--- config.mk ---
export PLATFORM = sky130hd
export DESIGN_NAME = multicycle_control_fsm
export DESIGN_NICKNAME = d
export VERILOG_FILES = /design/src/rtl/multicycle_control_fsm.sv
export SDC_FILE = /design/constraint.sdc
export NUM_CORES = 1
export LEC_CHECK = 0
export ABC_AREA = 0
export BUFFER_PORTS_ARGS = -buffer_cell sky130_fd_sc_hd__buf_2
export CAP_MARGIN = 0
export CELL_PAD_IN_SITES_DETAIL_PLACEMENT = 1
export CELL_PAD_IN_SITES_GLOBAL_PLACEMENT = 2
export CORE_MARGIN = 3
export CORE_UTILIZATION = 23
export CTS_BUF_LIST = sky130_fd_sc_hd__clkbuf_8 sky130_fd_sc_hd__clkbuf_16
export DETAILED_ROUTE_END_ITERATION = 16
export GPL_ROUTABILITY_DRIVEN = 1
export GPL_TIMING_DRIVEN = 0
export MAX_ROUTING_LAYER = met4
export PLACE_DENSITY_LB_ADDON = 0.2
export SYNTH_ARGS = -nofsm -noshare
export SYNTH_HDL_FRONTEND = slang
export SYNTH_SLANG_ARGS = --single-unit
--- constraint.sdc ---
create_clock -name clk -period 2.4 [get_ports clk]
set_input_delay 0.24 -clock clk [delete_from_list [all_inputs] [get_ports clk]]
set_output_delay 0.24 -clock clk [all_outputs]
set_load 0.005 [all_outputs]
--- src/rtl/multicycle_control_fsm.sv ---
// Multicycle RISC-V control sequencer: steps each instruction through IF/ID/EX/MEM/WB.
// Define PERF_COUNTERS_EN to build the retired-instruction and active-cycle counters.
module multicycle_control_fsm #(
    parameter int CNT_W = 32,
    parameter int OPC_W = 7
) (
    input  logic             clk,
    input  logic             rst,
    input  logic             start,
    input  logic [OPC_W-1:0] opcode,
    input  logic             mem_ack,
    output logic [2:0]       sel,
    output logic             Reg_Write,
    output logic             mem_req,
    output logic             mem_we,
    output logic             IR_Write,
    output logic             PC_Write,
    output logic             PC_Write_Cond,
    output logic             ALU_Src,
    output logic [1:0]       ALU_Op,
    output logic             Mem_to_Reg,
    output logic             illegal,
    output logic             halted,
    output logic [CNT_W-1:0] retired_cnt,
    output logic [CNT_W-1:0] cycle_cnt
);

    localparam logic [OPC_W-1:0] OP_R    = OPC_W'(7'b0110011);
    localparam logic [OPC_W-1:0] OP_I    = OPC_W'(7'b0010011);
    localparam logic [OPC_W-1:0] OP_LD   = OPC_W'(7'b0000011);
    localparam logic [OPC_W-1:0] OP_ST   = OPC_W'(7'b0100011);
    localparam logic [OPC_W-1:0] OP_BR   = OPC_W'(7'b1100011);
    localparam logic [OPC_W-1:0] OP_HALT = OPC_W'(7'b0000000);

    typedef enum logic [2:0] {
        S_IDLE, S_IF, S_ID, S_EX, S_MEM, S_WB, S_HALT
    } state_t;

    typedef enum logic [2:0] {
        C_R, C_I, C_LD, C_ST, C_BR, C_HALT, C_BAD
    } cls_t;

    state_t state;
    state_t state_nx;
    cls_t   cls;
    cls_t   cls_nx;

    function automatic cls_t classify(input logic [OPC_W-1:0] op);
        cls_t c;
        case (op)
            OP_R:    c = C_R;
            OP_I:    c = C_I;
            OP_LD:   c = C_LD;
            OP_ST:   c = C_ST;
            OP_BR:   c = C_BR;
            OP_HALT: c = C_HALT;
            default: c = C_BAD;
        endcase
        return c;
    endfunction

    function automatic logic [2:0] sel_of(input state_t s);
        logic [2:0] v;
        case (s)
            S_IF:    v = 3'd0;
            S_ID:    v = 3'd1;
            S_EX:    v = 3'd2;
            S_MEM:   v = 3'd3;
            S_WB:    v = 3'd4;
            default: v = 3'd7;
        endcase
        return v;
    endfunction

    function automatic logic [1:0] alu_op_of(input cls_t c);
        logic [1:0] v;
        case (c)
            C_BR:     v = 2'b01;
            C_R, C_I: v = 2'b10;
            default:  v = 2'b00;
        endcase
        return v;
    endfunction

    // Memory handshake: mem_req stays high in IF/MEM until a one-cycle mem_ack;
    // an ack arriving while mem_req is low has no effect.
    always_comb begin
        state_nx = state;
        cls_nx   = cls;
        case (state)
            S_IDLE: begin
                if (start) state_nx = S_IF;
            end
            S_IF: begin
                if (mem_ack) state_nx = S_ID;
            end
            S_ID: begin
                cls_nx = classify(opcode);
                case (cls_nx)
                    C_R, C_I, C_LD, C_ST, C_BR: state_nx = S_EX;
                    C_HALT:                     state_nx = S_HALT;
                    default:                    state_nx = S_IF;
                endcase
            end
            S_EX: begin
                case (cls)
                    C_LD, C_ST: state_nx = S_MEM;
                    C_BR:       state_nx = S_IF;
                    default:    state_nx = S_WB;
                endcase
            end
            S_MEM: begin
                if (mem_ack) state_nx = (cls == C_ST) ? S_IF : S_WB;
            end
            S_WB: begin
                state_nx = S_IF;
            end
            S_HALT: begin
                state_nx = S_HALT;
            end
            default: begin
                state_nx = S_IDLE;
            end
        endcase
    end

    // Outputs are registered from the next state, so they line up with the
    // state register exactly as a Moore decode would.
    always_ff @(posedge clk or posedge rst) begin
        if (rst) begin
            state         <= S_IDLE;
            cls           <= C_R;
            sel           <= 3'd7;
            Reg_Write     <= 1'b0;
            mem_req       <= 1'b0;
            mem_we        <= 1'b0;
            PC_Write      <= 1'b0;
            PC_Write_Cond <= 1'b0;
            ALU_Src       <= 1'b0;
            ALU_Op        <= 2'b00;
            Mem_to_Reg    <= 1'b0;
            illegal       <= 1'b0;
            halted        <= 1'b0;
        end else begin
            state         <= state_nx;
            cls           <= cls_nx;
            sel           <= sel_of(state_nx);
            Reg_Write     <= (state_nx == S_WB);
            mem_req       <= (state_nx == S_IF) || (state_nx == S_MEM);
            mem_we        <= (state_nx == S_MEM) && (cls_nx == C_ST);
            PC_Write      <= (state_nx == S_ID);
            PC_Write_Cond <= (state_nx == S_EX) && (cls_nx == C_BR);
            ALU_Src       <= (state_nx == S_EX) && (cls_nx inside {C_I, C_LD, C_ST});
            ALU_Op        <= (state_nx == S_EX) ? alu_op_of(cls_nx) : 2'b00;
            Mem_to_Reg    <= (state_nx == S_WB) && (cls_nx == C_LD);
            halted        <= (state_nx == S_HALT);
            if (state == S_ID && cls_nx == C_BAD) illegal <= 1'b1;
        end
    end

    // The fetched word must be captured in the same cycle the ack arrives.
    assign IR_Write = (state == S_IF) && mem_ack;

`ifdef PERF_COUNTERS_EN
    logic retire;
    logic active;

    assign retire = (state == S_WB)
                 || (state == S_EX && cls == C_BR)
                 || (state == S_MEM && cls == C_ST && mem_ack);
    assign active = (state inside {S_IF, S_ID, S_EX, S_MEM, S_WB});

    always_ff @(posedge clk or posedge rst) begin
        if (rst) begin
            retired_cnt <= '0;
            cycle_cnt   <= '0;
        end else begin
            if (retire) retired_cnt <= retired_cnt + CNT_W'(1);
            if (active) cycle_cnt   <= cycle_cnt + CNT_W'(1);
        end
    end
`else
    assign retired_cnt = '0;
    assign cycle_cnt   = '0;
`endif

endmodule

==> impl_metrics.tcl, run 1 <==
set metrics [dict create \
    cts_root_buf "clkbuf_8" \
    p_sw_uw 474 \
    rsz0062_at_grt "false" \
    post-place-cells 311 \
    core.rowCount 28 \
    drtAntennaViolNets 0 \
    period_share_pct 80.1 \
    fp.dieW_um 84.8 \
    drv_slew 0 \
    max_freq_mhz 520 \
    grt_pass1_wl_um 5110 \
    diodes 0 \
    wl_um 3060 \
    clkSinkCount 19 \
    die-area_mm2 0.00719 \
    synth_warnings 0 \
    hold_ws_ns 0.0813 \
    yosys-top-cells-area "buf_4 35%, dfrtp_1 28%, dfstp_2 5.5%" \
    required_ns 2.57 \
    grt-ovfl-total 0 \
    cpMaxStageDelayCell "or3b_4" \
    p_int_uw 848 \
    path_clk_slew_ns 0.08 \
    die_h_um 84.8 \
    wire_per_inst_um 9.71 \
    grt_pass1_vias 1060 \
    finalSetupViolCount 0 \
    slew_headroom_pct 53.6 \
    r2r.worst_path.cells 6 \
    drive_gt1_share_pct 47.5 \
    core_mm2 0.00596 \
    ios 90 \
    synthArstFlopShare_pct 100 \
    cts_resized 0 \
    post-route-util_pct 32.4 \
    startpoint_type "flip-flop" \
    ys_seq_area_share_pct 33.6 \
    clockBufferDepth 2 \
    viasPerCell 3.39 \
    r2r_start "state[0]" \
    swShare_pct 35.9 \
    status "complete, no violations" \
    postPlaceCellArea_mm2 0.00188 \
    clk_latency_ns 0.25 \
    syn_area_per_cell_um2 9.65 \
    synth_edf_count 0 \
    yosys_most_used_dff "dfrtp_1" \
    final_common_cell "buf_4" \
    reg2reg_slack_ns 0.48 \
    critPathCaptureType "flip-flop" \
    fin_crit_ns 1.92 \
    antenna_found_initial 0 \
    num_vias 1068 \
    post-dp-hpwl_um 2570 \
    path_max_fanout 9 \
    clock_power_share_pct 17.0 \
    layout_common_cells "66 x buf_4, 64 x conb_1, 27 x buf_2, 16 x dfrtp_1, 6 x nor2_1" \
    fin_setup_tns_ns 0 \
    drtIter0Drc 36 \
    initial_core_util_pct 24.0 \
    reg_top3 "cls (3), sel (3), state (3)" \
    place.gp.congestion 0.730 \
    ir_drop_v 0.000301 \
    syn_area_mm2 0.00143 \
    yosysTopAreaCell "buf_4" \
    grt_max_degree 20 \
    ys_ff_latch 19 \
    postCtsSetupBuffers 0 \
    skew_ns 0.00496 \
    max_stage_delay_ns 0.45 \
    power_frac_seq_pct 35.3 \
    crit_chain "buf_2 -> or3b_4 -> or3_1 -> o21ai_2 -> nand2_1 -> nor3b_1" \
    cellPowerDensity_mw_per_mm2 685 \
    htree_num_levels 1 \
    fin_area_mm2 0.00193 \
    p_comb_share_pct 47.7 \
    yosys.area.top_type_share_pct 34.7 \
    p_leak_nw 1.11 \
    synth_cell_types 43 \
    synthToLayoutAreaGrowth_pct 35.1 \
    cts_buffers 3 \
    numPortBuffers 25 \
    grtUsageTotal_pct 9.00 \
    holdBufCountCts 0 \
    layoutNonFillerInstCount 315 \
    criticalPathCategory "flip-flop to flip-flop" \
    drt_first_pass_iters 4 \
    maxCapViolCount 0 \
    drc 0 \
    r2r_end "mem_we" \
    critPathArrivalTime_ns 2.09 \
    layout.nets 252 \
    hold_viol_final 0 \
    cts_tree "done" \
    worstMarginPinSlew_ns 0.695 \
    syn_inst 148 \
    hold_class "input port to asynchronous set/reset pin" \
    num-fill-cells 751 \
]
## power groups by stage
stage	clock network [mW]	logic (mW)	registers (mW)
finish	0.225	0.631	0.466
global placement	0	0.629	0.470
global route	0.252	0.714	0.481
CTS	0.233	0.634	0.469
detailed placement	0	0.631	0.474
floorplan	0	0.455	0.477
## worst max-delay path: cells and delay by family (launching register included)
kind / cells / cell delay [ns]
flip-flops: 1 / 0.36
AND/OR/NAND/NOR: 4 / 1.20
buffers and inverters: 1 / 0.17
AO/OA/AOI/OAI: 1 / 0.09
## synthesized netlist by cell type, types with 2 or more instances
| cell | instances |
|---|---|
| a2111o_1 | 2 |
| buf_2 | 2 |
| buf_4 | 66 |
| dfrtp_1 | 16 |
| dfstp_2 | 3 |
| inv_1 | 5 |
| nand2_1 | 4 |
| nand2b_1 | 2 |
| nor2_1 | 6 |
| nor2b_1 | 2 |
| nor3b_1 | 3 |
| nor4b_1 | 2 |
| o21ai_0 | 5 |
## area by class of cell
class | count | area (um2) | share of cell area, %
clock buffer | 3 | 41.3 | 2.14
clock inverter | 1 | 5.00 | 0.259
inverter | 5 | 18.8 | 0.973
multi-input combinational | 119 | 661 | 34.2
tap | 75 | 93.8 | 4.86
buffer | 68 | 505 | 26.2
timing repair buffer | 25 | 125 | 6.49
sequential | 19 | 479 | 24.8
## worst max-delay path by stage
stage	from	endpoint	slack, ns	depth (start not counted)
floorplan	state[0]	Mem_to_Reg	0.65	6
global placement	opcode[0]	mem_we	0.38	6
detailed placement	opcode[0]	mem_we	0.38	6
CTS	state[0]	mem_we	0.45	6
global route	state[0]	mem_req	0.25	6
finish	state[0]	mem_we	0.48	6
## metal layers
layer  global-route usage, %  up-vias  wire (um)
met5                       -        -          0
met4                    2.59        0         19
met3                    1.77        2        244
met2                    13.7       48       1420
met1                    12.1      469       1380
li1                        -      549          -
## cells by family after synthesis
family | after synthesis | synth area share [%]
flip-flops | 19 | 33.6
other | 1 | 0.263
buffers and inverters | 73 | 36.7
AO/OA/AOI/OAI | 21 | 12.8
multiplexers | 1 | 0.701
XOR/XNOR | 1 | 0.614
AND/OR/NAND/NOR | 32 | 15.3
## stage by stage
stage                     setup WS (ns)  power [mW]
after floorplan                   0.654       0.932
after global placement            0.382        1.10
after detailed placement          0.380        1.11
after CTS                         0.453        1.34
after global routing              0.246        1.45
final                             0.478        1.32
Note: power is estimated with default switching activity, not from simulation.
==> run 2, diff against run 1 <==
--- a/config.mk
+++ b/config.mk
@@ -5,13 +5,13 @@
 export SDC_FILE = /design/constraint.sdc
 export NUM_CORES = 1
 export LEC_CHECK = 0
-export ABC_AREA = 0
+export ABC_AREA = 1
 export BUFFER_PORTS_ARGS = -buffer_cell sky130_fd_sc_hd__buf_2
 export CAP_MARGIN = 0
 export CELL_PAD_IN_SITES_DETAIL_PLACEMENT = 1
 export CELL_PAD_IN_SITES_GLOBAL_PLACEMENT = 2
 export CORE_MARGIN = 3
-export CORE_UTILIZATION = 23
+export CORE_UTILIZATION = 21
 export CTS_BUF_LIST = sky130_fd_sc_hd__clkbuf_8 sky130_fd_sc_hd__clkbuf_16
 export DETAILED_ROUTE_END_ITERATION = 16
 export GPL_ROUTABILITY_DRIVEN = 1
==> constraint.sdc (replaced) <==
create_clock -name clk -period 1.89 [get_ports clk]
set_input_delay 0.189 -clock clk [delete_from_list [all_inputs] [get_ports clk]]
set_output_delay 0.189 -clock clk [all_outputs]
set_load 0.005 [all_outputs]
==> run 2 against run 1 <==
- critical path depth decreased by 2
- register-to-register slack got worse by 0.03 ns
- non-clock buffer count decreased by 3
- clock power increased by 27%
- combinational power increased by 23%
- first-iteration DRC count decreased by 67%
- global-route usage decreased by 0.63 points
- hold slack got worse by 0.036 ns
- via count increased by 14%
- total power increased by 28%
- final cell count increased by 15%
- sequential power increased by 35%
- critical endpoint is now IR_Write
- largest cell class unchanged
==> impl_metrics.tcl, run 2 <==
set metrics [dict create \
    synthToLayoutAreaGrowth_pct 34.9 \
    viasPerCell 3.36 \
    maxCapViolCount 0 \
    diodes 0 \
    grt-ovfl-total 0 \
    drtIter0Drc 12 \
    holdBufCountCts 0 \
    syn_area_per_cell_um2 7.48 \
    fp.dieW_um 88.9 \
    clkSinkCount 19 \
    place.gp.congestion 0.693 \
    numPortBuffers 25 \
    yosys_most_used_dff "dfrtp_1" \
    grt_pass1_vias 1153 \
    period_share_pct 77.1 \
    antenna_found_initial 0 \
    swShare_pct 39.8 \
    final_common_cell "buf_4" \
    clk_latency_ns 0.25 \
    wl_um 3160 \
    p_sw_uw 674 \
    drc 0 \
    synth_cell_types 21 \
    synth_most_common_cell "buf_4" \
    syn_area_mm2 0.00144 \
    synthTopCellsByCount "65 x buf_4, 36 x nand2_1, 21 x inv_1" \
    grt_pass1_wl_um 5050 \
    critPathArrivalTime_ns 1.27 \
    max_freq_mhz 687 \
    yosys-top-cells-area "buf_4 34%, dfrtp_1 28%, nand2_1 9.4%" \
    startpoint_type "flip-flop" \
    drtAntennaViolNets 0 \
    p_comb_share_pct 46.0 \
    path_max_fanout 6 \
    ios 90 \
    hold_ws_ns 0.0454 \
    drv_slew 0 \
    yosysTopAreaCell "buf_4" \
    syn_inst 193 \
    die_h_um 88.9 \
    fin_setup_tns_ns 0 \
    reg_top3 "cls (3), sel (3), state (3)" \
    synth_warnings 0 \
    fin_ws_ns 0.433 \
    drive_gt1_share_pct 37.5 \
    place_ws_ns 0.419 \
    path_delay_family "flip-flops" \
    hold_viol_final 0 \
    slew_headroom_pct 51.3 \
    crit_buf_inv 2 \
    post-route-util_pct 30.0 \
    cellPowerDensity_mw_per_mm2 868 \
    synthArstFlopShare_pct 100 \
    p_leak_nw 1.26 \
    initial_core_util_pct 22.2 \
    core.rowCount 29 \
    die-area_mm2 0.00791 \
    cpMaxStageDelayCell "dfrtp_1" \
    core_mm2 0.00649 \
    grtUsageTotal_pct 8.37 \
    clock_power_share_pct 16.9 \
    p_int_mw 1.02 \
    path_clk_slew_ns 0.07 \
    critPathCaptureType "output port" \
    status "complete, no violations" \
    skew_ns 0.00110 \
    clockBufferDepth 2 \
    ir_drop_v 0.000233 \
    yosys.area.top_type_share_pct 33.8 \
    synth_edf_count 0 \
    finalSetupViolCount 0 \
    ys_ff_latch 19 \
    drt_first_pass_iters 3 \
    criticalPathCategory "flip-flop to output port" \
    max_stage_delay_ns 0.47 \
    layout_common_cells "65 x buf_4, 64 x conb_1, 36 x nand2_1, 25 x buf_2, 21 x inv_1" \
    wire_per_inst_um 8.74 \
    hold_class "input port to asynchronous set/reset pin" \
    required_ns 1.70 \
    postCtsSetupBuffers 0 \
    cts_tree "done" \
    cts_buffers 3 \
    layout.nets 297 \
    num-fill-cells 830 \
    num_vias 1215 \
    htree_num_levels 1 \
    fin_crit_ns 1.46 \
    post-dp-hpwl_um 2740 \
    power_frac_seq_pct 37.1 \
    grt_max_degree 20 \
    cts_resized 0 \
    cts_root_buf "clkbuf_8" \
    crit_chain "nor3_1 -> nand2_1 -> inv_1 -> buf_2" \
    worstMarginPinSlew_ns 0.730 \
    rsz0062_at_grt "false" \
    ys_seq_area_share_pct 33.2 \
]
==> run 2: final cells by class <==
cell class                 instances  area (um2)  area share, %
tap                               77        96.3           4.95
sequential                        19         479           24.6
buffer                            65         488           25.0
inverter                          24        92.6           4.75
timing repair buffer              25         125           6.42
multi-input combinational        148         621           31.9
clock buffer                       3        41.3           2.12
clock inverter                     1        5.00          0.257
==> run 2: path summary, 6_finish.rpt <==
| kind | slack (ns) | start | endpoint | depth (start not counted) |
|---|---|---|---|---|
| worst max-delay path | 0.43 | state[2] | IR_Write | 4 |
| worst min register to register | 0.47 | illegal | illegal | 2 |
| worst max register to register | 0.45 | state[0] | PC_Write_Cond | 8 |
| max in group asynchronous | 1.39 | rst | PC_Write | 2 |
| worst min-delay path | 0.05 | rst | PC_Write_Cond | 2 |
| min in group clk | 0.29 | opcode[6] | ALU_Src | 4 |
==> run 2: power groups by stage <==
stage	Clock [mW]	Sequential, mW	Combinational (mW)
3_5_place_dp	0	0.638	0.790
4_1_cts	0.303	0.630	0.792
5_1_grt	0.318	0.646	0.917
3_3_place_gp	0	0.639	0.787
6_report	0.286	0.627	0.779
2_1_floorplan	0	0.639	0.566
==> run 2: kinds of logic after synthesis <==
group,after synthesis,synth area share (%)
DFF,19,33.2
and+or+nand+nor,74,22.6
buffers and inverters,89,40.2
other,1,0.260
xor gates and xnor gates,1,0.607
AOI/OAI and AO/OA,9,3.12
==> run 2: through the flow <==
| stage | cells | area, um2 | power (mW) |
|---|---|---|---|
| 5_1_grt | 362 | 1950 | 1.88 |
| 3_3_place_gp | 358 | 1900 | 1.43 |
| 3_5_place_dp | 358 | 1900 | 1.43 |
| 4_1_cts | 362 | 1950 | 1.72 |
| 6_report | 362 | 1950 | 1.69 |
| 2_1_floorplan | 256 | 1680 | 1.21 |
==> run 2: metal layers <==
layer  GRT usage [%]  vias up  share of wire (%)
met2            13.5       43                 49
met1            10.1      531                 43
met5               -        -                  0
met3            2.40        4                6.9
met4            2.47        0               0.98
li1                -      637                  -
==> run 2: worst reg2reg max path, stage by stage (launching register included) <==
cell and delay [ns]:
dfrtp_1 0.41, inv_1 0.10, nand2_2 0.09, nor2_4 0.22, nand2_1 0.13, o21ai_0 0.16, inv_1 0.10, nand3_1 0.10
nor2_1 0.04
==> run 3, diff against run 2 <==
--- a/config.mk
+++ b/config.mk
@@ -11,7 +11,7 @@
 export CELL_PAD_IN_SITES_DETAIL_PLACEMENT = 1
 export CELL_PAD_IN_SITES_GLOBAL_PLACEMENT = 2
 export CORE_MARGIN = 3
-export CORE_UTILIZATION = 21
+export CORE_UTILIZATION = 19
 export CTS_BUF_LIST = sky130_fd_sc_hd__clkbuf_8 sky130_fd_sc_hd__clkbuf_16
 export DETAILED_ROUTE_END_ITERATION = 16
 export GPL_ROUTABILITY_DRIVEN = 1
==> constraint.sdc (replaced) <==
create_clock -name clk -period 1.3 [get_ports clk]
set_input_delay 0.13 -clock clk [delete_from_list [all_inputs] [get_ports clk]]
set_output_delay 0.13 -clock clk [all_outputs]
set_load 0.005 [all_outputs]
==> run 3 against run 2 <==
- the flow now finishes with violations (hold timing, setup timing)
- clock-buffer cell count is the same
- largest power group unchanged
- largest cell class unchanged
- clock power increased by 43%
- critical path depth grew 4
- sequential share of layout area down 2.8 points
==> impl_metrics.tcl, run 3 (synthesized netlist as in run 2, its figures left out) <==
set metrics [dict create \
    finalSetupViolCount 10 \
    slew_headroom_pct 51.4 \
    diodes 0 \
    crit_path_start "state[0]" \
    criticalPathCategory "flip-flop to flip-flop" \
    hold_viol_final 16 \
    drv_slew 0 \
    p_int_mw 1.83 \
    cpMaxStageDelayCell "dfrtp_1" \
    grtUsageTotal_pct 8.10 \
    cts_root_buf "clkbuf_8" \
    reg_top3 "cls (3), sel (3), state (3)" \
    num_vias 1284 \
    cp-endpoint "cls[2]" \
    max_stage_delay_ns 0.42 \
    status "complete, but fails checks" \
    path_delay_family "buffers and inverters" \
    crit_chain "inv_2 -> nand2_4 -> nor2_4 -> buf_4 -> nand2_4 -> o21ai_4 -> inv_2 -> buf_4" \
    initial_core_util_pct 19.7 \
    cellPowerDensity_mw_per_mm2 1390 \
    startpoint_type "flip-flop" \
    wl_um 3480 \
    core_mm2 0.00733 \
    grt_pass1_wl_um 5580 \
    reg2reg_slack_ns -0.14 \
    required_ns 1.46 \
    grt-ovfl-total 0 \
    cts_buffers 3 \
    postPlaceCellArea_mm2 0.00193 \
    period_share_pct 110 \
    p_sw_mw 1.24 \
    hold_ws_ns -0.0161 \
    clock_power_share_pct 13.3 \
    fin_area_mm2 0.00221 \
    antenna_found_initial 0 \
    fp.dieW_um 93.2 \
    clkSinkCount 19 \
    die_h_um 93.2 \
    holdBufCountCts 0 \
    cp_num_cells 8 \
    grt_max_degree 20 \
    path_max_fanout 7 \
    critPathCaptureType "flip-flop" \
    die-area_mm2 0.00868 \
    drtIter0Drc 23 \
    clk_latency_ns 0.26 \
    max_freq_mhz 696 \
    p_leak_nw 1.36 \
    path_clk_slew_ns 0.07 \
    drt_first_pass_iters 2 \
    p_comb_share_pct 56.0 \
    drive_gt1_share_pct 49.3 \
    place.gp.congestion 0.745 \
    fin_ws_ns -0.136 \
    wire_per_inst_um 8.78 \
    drtAntennaViolNets 0 \
    numPortBuffers 25 \
    post-dp-hpwl_um 2820 \
    layout.nets 310 \
    r2r.worst_path.cells 8 \
    critPathArrivalTime_ns 1.59 \
    crit_buf_inv 4 \
    power_mw 3.07 \
    ios 90 \
    ir_drop_v 0.000488 \
    hold_class "input port to asynchronous set/reset pin" \
    fin_crit_ns 1.44 \
    viasPerCell 3.23 \
    drc 0 \
    clockBufferDepth 2 \
    r2r_end "cls[2]" \
    swShare_pct 40.4 \
    violations "hold timing, setup timing" \
    layout_common_cells "75 x buf_4, 64 x conb_1, 27 x nand2_1, 25 x buf_2, 18 x inv_1" \
    grt_pass1_vias 1288 \
    worstMarginPinSlew_ns 0.729 \
    maxCapViolCount 0 \
    skew_ns 0.00390 \
    power_frac_seq_pct 30.7 \
    htree_num_levels 1 \
    rsz0062_at_grt "true" \
    final_common_cell "buf_4" \
    cts_tree "done" \
    synthToLayoutAreaGrowth_pct 53.1 \
    core.rowCount 31 \
    r2r_start "state[0]" \
]
==> run 3: repair_timing <==
item,4_1_cts,5_1_grt
gates resized for setup,17,22
setup endpoints to repair,12,16
setup buffers,8,6
pin swaps,13,12
==> run 3: worst min-delay path by stage <==
stage	from	endpoint	cells past startpoint
finish	rst	Reg_Write	2
global route	rst	Reg_Write	2
CTS	rst	Reg_Write	2
detailed placement	rst	Reg_Write	2
global placement	rst	Reg_Write	2
floorplan	rst	ALU_Op[1]	1
==> run 3: power groups by stage <==
stage / Combinational [mW] / Sequential, mW / Clock (mW)
after global placement: 1.15 / 0.926 / 0
after floorplan: 0.823 / 0.929 / 0
after global routing: 1.94 / 0.978 / 0.464
after detailed placement: 1.15 / 0.929 / 0
final: 1.72 / 0.944 / 0.408
after CTS: 1.41 / 0.936 / 0.428
==> run 3: cell type report <==
type | instances | area [um2]
flip-flops and latches | 19 | 482
clock inverters | 1 | 5.00
inverters | 24 | 92.6
well taps | 99 | 124
multi-input cells | 148 | 744
plain buffers | 65 | 488
clock buffers | 3 | 41.3
fillers | 933 | 5120
repair buffers | 38 | 234
==> run 3: routing by layer <==
layer	global-route usage, %	share of wire, %	routed length, um	vias to the layer above
met5	-	0	0	-
met4	1.95	1.3	45	0
met3	2.74	6.9	240	7
met2	14.7	53	1840	45
met1	8.45	39	1360	570
li1	-	-	-	662
==> run 3: stage by stage <==
step                setup TNS [ns]  std cells  worst slack [ns]  util, %
global placement            -0.920        380            -0.179     26.3
detailed placement          -0.936        380            -0.189     26.3
global route                 -2.12        397            -0.230     30.2
finish                      -0.717        397            -0.136     30.2
CTS                         -0.699        392            -0.133     28.4
floorplan                        0        256            0.0520        -
